[src/rtl/serial_rx_fifo_pkg.sv]
// serial_rx_fifo_pkg: line levels and deframing FSM states shared by the serial link blocks
package serial_rx_fifo_pkg;
  localparam logic START_BIT = 1'b0;
  localparam logic STOP_BIT  = 1'b1;
  typedef enum logic [1:0] {IDLE = 2'd0, DATA = 2'd1, STOP = 2'd2} rx_state_e;
endpackage

[src/rtl/serial_rx_fifo_fifo.sv]
// sync_fifo: DEPTH-entry word buffer with wrapping pointers, registered count/flags and registered read
//   wr_en/wr_data push (caller guarantees room), rd_en pops when not empty,
//   rd_data/rd_vld return the popped word one cycle later, empty/full/count describe occupancy
module sync_fifo #(
  parameter int WIDTH      = 8,
  parameter int DEPTH      = 123,
  parameter int DEPTH_BITS = $clog2(DEPTH)
) (
  input  logic                  clk,
  input  logic                  rst_n,
  input  logic                  wr_en,
  input  logic [WIDTH-1:0]      wr_data,
  input  logic                  rd_en,
  output logic [WIDTH-1:0]      rd_data,
  output logic                  rd_vld,
  output logic                  empty,
  output logic                  full,
  output logic [DEPTH_BITS:0]   count
);
  localparam logic [DEPTH_BITS-1:0] LAST = DEPTH_BITS'(DEPTH - 1);
  logic [WIDTH-1:0]      mem [DEPTH];
  logic [DEPTH_BITS-1:0] wr_ptr_q, wr_ptr_d, rd_ptr_q, rd_ptr_d;
  logic [DEPTH_BITS:0]   count_q, count_d;
  logic [WIDTH-1:0]      rd_data_q, rd_data_d;
  logic                  rd_vld_q, rd_vld_d, empty_q, empty_d, full_q, full_d, pop;
  always_comb begin
    pop       = rd_en && !empty_q;
    wr_ptr_d  = wr_en ? (wr_ptr_q == LAST ? '0 : wr_ptr_q + DEPTH_BITS'(1)) : wr_ptr_q;
    rd_ptr_d  = pop ? (rd_ptr_q == LAST ? '0 : rd_ptr_q + DEPTH_BITS'(1)) : rd_ptr_q;
    count_d   = count_q + (DEPTH_BITS+1)'(wr_en) - (DEPTH_BITS+1)'(pop);
    empty_d   = count_d == '0;
    full_d    = count_d == (DEPTH_BITS+1)'(DEPTH);
    rd_data_d = pop ? mem[rd_ptr_q] : rd_data_q;
    rd_vld_d  = pop;
  end
  always_ff @(posedge clk)
    if (wr_en) mem[wr_ptr_q] <= wr_data;
  always_ff @(posedge clk or negedge rst_n)
    if (!rst_n) begin
      wr_ptr_q  <= '0;
      rd_ptr_q  <= '0;
      count_q   <= '0;
      rd_data_q <= '0;
      rd_vld_q  <= 1'b0;
      empty_q   <= 1'b1;
      full_q    <= 1'b0;
    end else begin
      wr_ptr_q  <= wr_ptr_d;
      rd_ptr_q  <= rd_ptr_d;
      count_q   <= count_d;
      rd_data_q <= rd_data_d;
      rd_vld_q  <= rd_vld_d;
      empty_q   <= empty_d;
      full_q    <= full_d;
    end
  assign rd_data = rd_data_q;
  assign rd_vld  = rd_vld_q;
  assign empty   = empty_q;
  assign full    = full_q;
  assign count   = count_q;
endmodule

[src/rtl/serial_rx_fifo.sv]
// serial_rx_fifo: deframes start/WIDTH data/stop on din_vld strobes and buffers good words
//   din/din_vld serial input, rd_en pops into dout/dout_vld, empty/full/count show occupancy,
//   frame_err pulses on a bad stop bit, ovf_err pulses when a good word finds the buffer full
module serial_rx_fifo
  import serial_rx_fifo_pkg::*;
#(
  parameter int WIDTH      = 8,
  parameter int DEPTH      = 123,
  parameter int DEPTH_BITS = $clog2(DEPTH)
) (
  input  logic                clk,
  input  logic                rst_n,
  input  logic                din,
  input  logic                din_vld,
  input  logic                rd_en,
  output logic [WIDTH-1:0]    dout,
  output logic                dout_vld,
  output logic                empty,
  output logic                full,
  output logic [DEPTH_BITS:0] count,
  output logic                frame_err,
  output logic                ovf_err
);
  localparam int CW = $clog2(WIDTH);
  localparam logic [CW-1:0] LAST_BIT = CW'(WIDTH - 1);
  rx_state_e        state_q, state_d;
  logic [CW-1:0]    bit_cnt_q, bit_cnt_d;
  logic [WIDTH-1:0] shift_q, shift_d;
  logic             frame_err_q, frame_err_d, ovf_err_q, ovf_err_d, wr_req, wr_en;
  always_comb begin
    state_d     = state_q;
    bit_cnt_d   = bit_cnt_q;
    shift_d     = shift_q;
    wr_req      = 1'b0;
    frame_err_d = 1'b0;
    if (din_vld)
      case (state_q)
        IDLE: begin
          state_d   = din == START_BIT ? DATA : IDLE;
          bit_cnt_d = '0;
        end
        DATA: begin
          shift_d   = {din, shift_q[WIDTH-1:1]};
          bit_cnt_d = bit_cnt_q + CW'(1);
          state_d   = bit_cnt_q == LAST_BIT ? STOP : DATA;
        end
        STOP: begin
          state_d     = IDLE;
          wr_req      = din == STOP_BIT;
          frame_err_d = din != STOP_BIT;
        end
        default: state_d = IDLE;
      endcase
    // a full buffer still takes the word when a pop frees a slot on the same edge
    ovf_err_d = wr_req && full && !rd_en;
    wr_en     = wr_req && !ovf_err_d;
  end
  always_ff @(posedge clk or negedge rst_n)
    if (!rst_n) begin
      state_q     <= IDLE;
      bit_cnt_q   <= '0;
      shift_q     <= '0;
      frame_err_q <= 1'b0;
      ovf_err_q   <= 1'b0;
    end else begin
      state_q     <= state_d;
      bit_cnt_q   <= bit_cnt_d;
      shift_q     <= shift_d;
      frame_err_q <= frame_err_d;
      ovf_err_q   <= ovf_err_d;
    end
  assign frame_err = frame_err_q;
  assign ovf_err   = ovf_err_q;
  sync_fifo #(.WIDTH(WIDTH), .DEPTH(DEPTH), .DEPTH_BITS(DEPTH_BITS)) u_fifo (
    .clk(clk), .rst_n(rst_n), .wr_en(wr_en), .wr_data(shift_d), .rd_en(rd_en),
    .rd_data(dout), .rd_vld(dout_vld), .empty(empty), .full(full), .count(count)
  );
endmodule

[config.mk]
export PLATFORM = sky130hd
export DESIGN_NAME = serial_rx_fifo
export DESIGN_NICKNAME = d
export VERILOG_FILES = /design/src/rtl/serial_rx_fifo_pkg.sv /design/src/rtl/serial_rx_fifo_fifo.sv /design/src/rtl/serial_rx_fifo.sv
export SDC_FILE = /design/constraint.sdc
export NUM_CORES = 1
export LEC_CHECK = 0
export ABC_AREA = 1
export CAP_MARGIN = 15
export CORE_UTILIZATION = 57
export DETAILED_ROUTE_END_ITERATION = 16
export PLACE_DENSITY_LB_ADDON = 0.2
export RECOVER_POWER = 100
export SLEW_MARGIN = 5
export SYNTH_ARGS = -nofsm -noshare
export SYNTH_HDL_FRONTEND = slang
export SYNTH_SLANG_ARGS = --single-unit
[constraint.sdc]
create_clock -name clk -period 6.62 [get_ports clk]
set_input_delay 1.655 -clock clk [delete_from_list [all_inputs] [get_ports clk]]
set_output_delay 1.655 -clock clk [all_outputs]
set_load 0.05 [all_outputs]
* After elaboration in Yosys (flattened, before gate mapping)
Memories as Yosys holds them, arrays and structs flattened. A register that Yosys moved wholly into a read port is not among the register bits.
Cells that the tools add are included.
** Storage, ports and cells
- Register bits :: 40
- Memory bits (writable) :: 984
- Input bits :: 5
- Output and inout bits :: 21
- Word-level logic and storage cells :: 50
- Memories :: 1
** Memory list
- u_fifo.mem :: words 123, width 8, rd ports 1, clocked after memory_dff 1, write ports 1, RTL line serial_rx_fifo_fifo.sv:21 : logic [WIDTH-1:0] mem [DEPTH];
** Cells by class
- Add/subtract/negate cells :: 5
- Eq/ne operators :: 6
- Muxes and demuxes :: 14
- Bitwise logic cells :: 1
- Reductions and logical operators :: 12
** Operator list (number)
- 8-bit two-way mux :: 2
- 7-bit by 1-bit adder with 7-bit output (second input constant) :: 2
- 7-bit equality test (second input constant) :: 2
- 7-bit two-way mux :: 2
- 8-bit by 1-bit adder with 8-bit output :: 1
- 8-bit by 7-bit equality test with 1-bit output (second input constant) :: 1
- 8-bit zero test :: 1
- 8-bit by 1-bit subtractor with 8-bit output :: 1
- 1-bit two-way mux :: 7
- 3-bit case mux with 2 select lines :: 1
- 1-bit logical AND :: 4
- 1-bit zero test :: 4
- 2-bit case mux with 2 select lines :: 1
- 3-bit by 1-bit adder with 3-bit output (second input constant) :: 1
- 3-bit equality test (second input constant) :: 1
- 2-bit by 1-bit equality test with 1-bit output (second input constant) :: 1
- 2-bit equality test (second input constant) :: 1
- 2-bit zero test :: 1
- 2-bit two-way mux :: 1
- 2-bit AND reduction :: 1
- 2-bit nonzero test :: 1
- 1-bit inverter :: 1

* Depth between registers and ports, before layout
- Depth in word-level cells :: 10
- Gate-level depth with buffers :: 16

* By module
A second synthesis with hierarchy kept.
** Unflattened totals
- Cells, all modules :: 4039
- Area, all modules :: 43788.2 sq um
** By module, submodules not included
- sync_fifo :: times used 1, cells each 3963, area each 43102.6 sq um, sequential area each 30375.4 sq um
- serial_rx_fifo :: times used 1, cells each 76, area each 685.7 sq um, sequential area each 375.4 sq um

* Worst setup path after synthesis
Ideal clock, no wire load.
- Path kind :: input port to flip-flop
- From :: in din_vld
- To :: mem u_fifo.mem[0][7], data pin
- Setup time :: 1167 ps
- Arrival time :: 7186 ps
- Data required time :: 5453 ps
- Setup slack :: -1733 ps
- Stages :: 5
- Path through :: inv_1 > nor2_1 > nand2_1 > clkbuf_1 > o21ai_0
** Between the ends
- Word-level cells in the longest chain between the ends :: 1
** Ends and longest elaborated chain
- from (decl) :: RTL line serial_rx_fifo.sv:14 : input logic din_vld,
- 8-bit two-way mux :: RTL line serial_rx_fifo.sv:36 : if (din_vld)
- named net shift_d[7] :: RTL line serial_rx_fifo.sv:28 : logic [WIDTH-1:0] shift_q, shift_d;
- to (decl) :: RTL line serial_rx_fifo_fifo.sv:21
The timed path passes the listed nets, and every way through them passes these cells.

* Final worst setup path
- From :: in din_vld
- To :: mem u_fifo.mem[75][3], enable pin
** Between the ends
- Word-level cells in the longest chain between the ends :: 7
** Ends and longest elaborated chain
- 1-bit two-way mux * :: RTL line serial_rx_fifo.sv:36
- 1-bit logical AND (2 in series) :: RTL line serial_rx_fifo.sv:55 : ovf_err_d = wr_req && full && !rd_en;
- 1-bit zero test :: RTL line serial_rx_fifo.sv:56 : wr_en = wr_req && !ovf_err_d;
- 1-bit logical AND * :: RTL line serial_rx_fifo.sv:56
- 1-bit two-way mux * :: RTL line serial_rx_fifo_fifo.sv:37 : if (wr_en) mem[wr_ptr_q] <= wr_data;
- 1-bit two-way mux (implied by the code) * :: RTL line serial_rx_fifo_fifo.sv:37
Every way passes the cells marked *; elsewhere a longest branch is shown, timed or not.

==> impl_metrics.ini <==
[run_status]
status = finished with violations
failed_checks = capacitance limit, slew limit

[critical_path]
cp_cell_sequence = dlygate4sd3_1 -> nand4_1 -> o21bai_1 -> nor2_1 -> nand3_1 -> nor2_1
cp_num_cells = 6
critical_path.slowest_cell = sky130_fd_sc_hd__nand3_1
worst_path_most_repeated_cell = sky130_fd_sc_hd__nor2_1
crit_arrival_ns = 5.72
cp.required_ns = 6.90
path_delay_family = simple AND/OR/NAND/NOR gates
critPathKind = input port to flip-flop
critical_path.n_buffers_inverters = 1
crit_path_start_kind = input port
worstPathMaxFanout = 15
timing.critical_path.to_type = flip-flop
reg2reg_depth = 13
crit_path_max_incr_delay_ns = 1.36

[sta]
worst_margin_pin_slew_ns = 3.14
hold_violations = 0
finalWorstPathRequiredPeriod_ns = 5.44
post-route-period-util = 0.822
slew_viols_final = 354
timing.slew.headroom = -1.09
rsz0062_at_grt = no
final-setup-viol-count = 0
final.setup_skew_ns = 0.0243
fmax_mhz = 184

[synthesis]
synth_top_cells_by_area = sky130_fd_sc_hd__edfxtp_1, sky130_fd_sc_hd__nand2_1, sky130_fd_sc_hd__nand3_1
synth_warnings = 0
synthCells = 4000
biggest_area_consumer_among_synthesized_cells = sky130_fd_sc_hd__edfxtp_1
synth_cell_types = 41
synth_area_per_cell_um2 = 10.9
yosys_most_used_dff = sky130_fd_sc_hd__edfxtp_1
synthTopCellsByCount = sky130_fd_sc_hd__nand2_1, sky130_fd_sc_hd__edfxtp_1, sky130_fd_sc_hd__nor2_1
mappedNetlistNets = 4020
synth.yosys.seq_area_share = 0.705
ys_async_rst_share = 0.0465
total_standard_cell_area_after_synthesis_um2 = 43600
synth-seq-cells = 1032
synth_top_cell_area_share = 0.678
yosysMostFrequentCell = sky130_fd_sc_hd__nand2_1
synth_enable_flop_cells = 984

[route]
drtPass1Iterations = 7
drc_violation_count_after_routing = 0
number_of_nets_with_antenna_violations_after_routing = 0
detailroute.via_count = 28700
detail_route.vias_per_cell = 5.72
drt_wl_total_um = 111000
drt_initial_violations = 3594
wl_per_cell_um = 22.1

[job]
maxCapViolations = 11

[clocking]
post_cts_resize_count = 0
clk_path_buf_depth = 3
clock_tree.htree_level_count = 3
clock_insertion_delay_worst_skew_ns = 0.66
cts.reportedPaths.clkPinSlew_ns = 0.06
clock_sinks = 1032
ctsHoldBuffers = 0
clock_tree_from_tritoncts = yes
cts.root.buffer_cell = sky130_fd_sc_hd__clkbuf_16
cts-buffers-inserted = 100
post_cts_repair_timing_setup_buffer_count = 0

[layout]
final_cell_count_no_fill = 5024
finalNetCount = 3980
areaGrowthSynthToFinish_pct = 9.29
layout_cell_share_with_drive_strength_beyond_1 = 0.0497

[placement]
detailed_placer_s_ending_hpwl_um = 64400
gp_congestion = 0.931
portBuffers = 25
dp_cells = 4836

[min_path]
whs_path_depth = 2
holdCritPathClass = flip-flop to flip-flop

[pwr]
power_frac_comb = 0.328
power.sequential.fraction = 0.399
internal_power_mw = 13.1
power_density_nw_per_um2 = 437
power.ir.vdd_worst_mv = 0.546
p_clk_frac = 0.273
total_net_switching_power_mw = 7.75
switching_share = 0.372
power_leakage_nw = 18.1
total_power_mw = 20.8

[floorplan]
std_cell_rows = 101
die-area_um2 = 77600
width_of_the_chip_um = 279
floorplan.die.height_um = 279
floorplan.initialDensity = 0.575
ioPinCount = 26
coreArea_um2 = 75800

[global_routing]
grt_util_all_layers = 0.290
overflow = 0
grt_antenna_before_repair = 0
first_global_vias = 27500
pin_count_of_the_biggest_net_entering_global_routing = 180
first_pass_grt_wire_length_um = 167000
flip-flops by register name, summed over array words and instances, names as in the netlist:
register,count
u_fifo.rd_data,8
u_fifo.full,1
u_fifo.mem,984
u_fifo.wr_ptr_q,7
ovf_err,1
u_fifo.rd_vld,1
u_fifo.rd_ptr_q,7
u_fifo.empty,1
u_fifo.count,8
bit_cnt_q,3
shift_q,8
frame_err,1
state_q,2
cell usage in the layout, fill, tap and decap left out, drive strengths merged, types with 3 or more instances in the layout:
cell / n
o21ai: 195
edfxtp: 984
xnor2: 4
clkbuf: 138
bufinv: 10
a21oi: 62
dfrtp: 47
dlygate4sd3: 23
nand2: 1192
clkinv: 49
buf: 37
and3: 6
nor3: 9
or2: 5
nand3: 408
ha: 14
xor2: 5
o211ai: 40
nand4: 5
nor2: 494
inv: 298
o21bai: 3
final timing paths:
check | from | end | slack (ns)
max | din_vld | u_fifo.mem[75][3] | 1.18
min | bit_cnt_q[1] | bit_cnt_q[1] | 0.49
max reg2reg | u_fifo.rd_ptr_q[1] | u_fifo.rd_data[1] | 1.30
min reg2reg | bit_cnt_q[1] | bit_cnt_q[1] | 0.49
max in group asynchronous | rst_n | u_fifo.rd_ptr_q[0] | 2.33
min in group asynchronous | rst_n | u_fifo.rd_vld | 2.13
metal layers:
layer	wire, um	track usage	up-vias	part of all wire
met4	3350	0.103	0	0.030
met1	45400	0.415	13700	0.41
li1	-	-	13300	-
met2	51700	0.454	1442	0.47
met5	0	0	-	0
met3	10600	0.0444	206	0.095
power groups by stage:
stage          Sequential (mW)  Clock, mW  Combinational (mW)
2_1_floorplan             8.71          0                4.06
3_3_place_gp              8.41          0                6.70
3_5_place_dp              8.41          0                6.75
4_1_cts                   8.28       5.74                6.78
5_1_grt                   8.31       5.98                7.33
6_report                  8.30       5.69                6.83
cell families after synthesis:
family,share of synthesized area
and+or+nand+nor,0.196
DFF,0.705
buffers and inverters,0.0537
muxes,0.000258
adders and majority gates,0.00448
AOI/OAI and AO/OA,0.0382
xor gates and xnor gates,0.00181
worst register-to-register path: stages (launching register included):
cell and delay [ns]:
sky130_fd_sc_hd__dfrtp_1 0.59, sky130_fd_sc_hd__clkbuf_1 2.25, sky130_fd_sc_hd__buf_12 0.57, sky130_fd_sc_hd__nor2_1 0.49, sky130_fd_sc_hd__o21ai_0 0.13, sky130_fd_sc_hd__nand2_1 0.09, sky130_fd_sc_hd__nand2_1 0.09, sky130_fd_sc_hd__nand2_1 0.06
sky130_fd_sc_hd__nor2_1 0.35, sky130_fd_sc_hd__nand2_1 0.13, sky130_fd_sc_hd__nand3_1 0.19, sky130_fd_sc_hd__nand2_1 0.11, sky130_fd_sc_hd__nand3_1 0.09, sky130_fd_sc_hd__nand2_1 0.07
area by class of cell:
type | instances | area, um^2
tap | 978 | 1220
antenna | 2 | 5.00
multi-input combinational | 2454 | 10500
inverter | 302 | 1150
fill | 5918 | 28200
clock buffer | 129 | 2740
sequential | 1032 | 30800
timing repair buffer | 70 | 738
clock inverter | 57 | 548
through the flow:
stage           util  setup WS [ns]  setup TNS [ns]  hold WS [ns]  area (um^2)
2_1_floorplan      -          -1.73         -857.50         0.453        43600
3_3_place_gp   0.587           1.50               0         0.473        44500
3_5_place_dp   0.587           1.39               0         0.482        44500
4_1_cts        0.630           2.11               0         0.496        47800
5_1_grt        0.628           1.09               0         0.531        47600
6_report       0.628           1.18               0         0.491        47700
(Power assumes the default switching activity.)
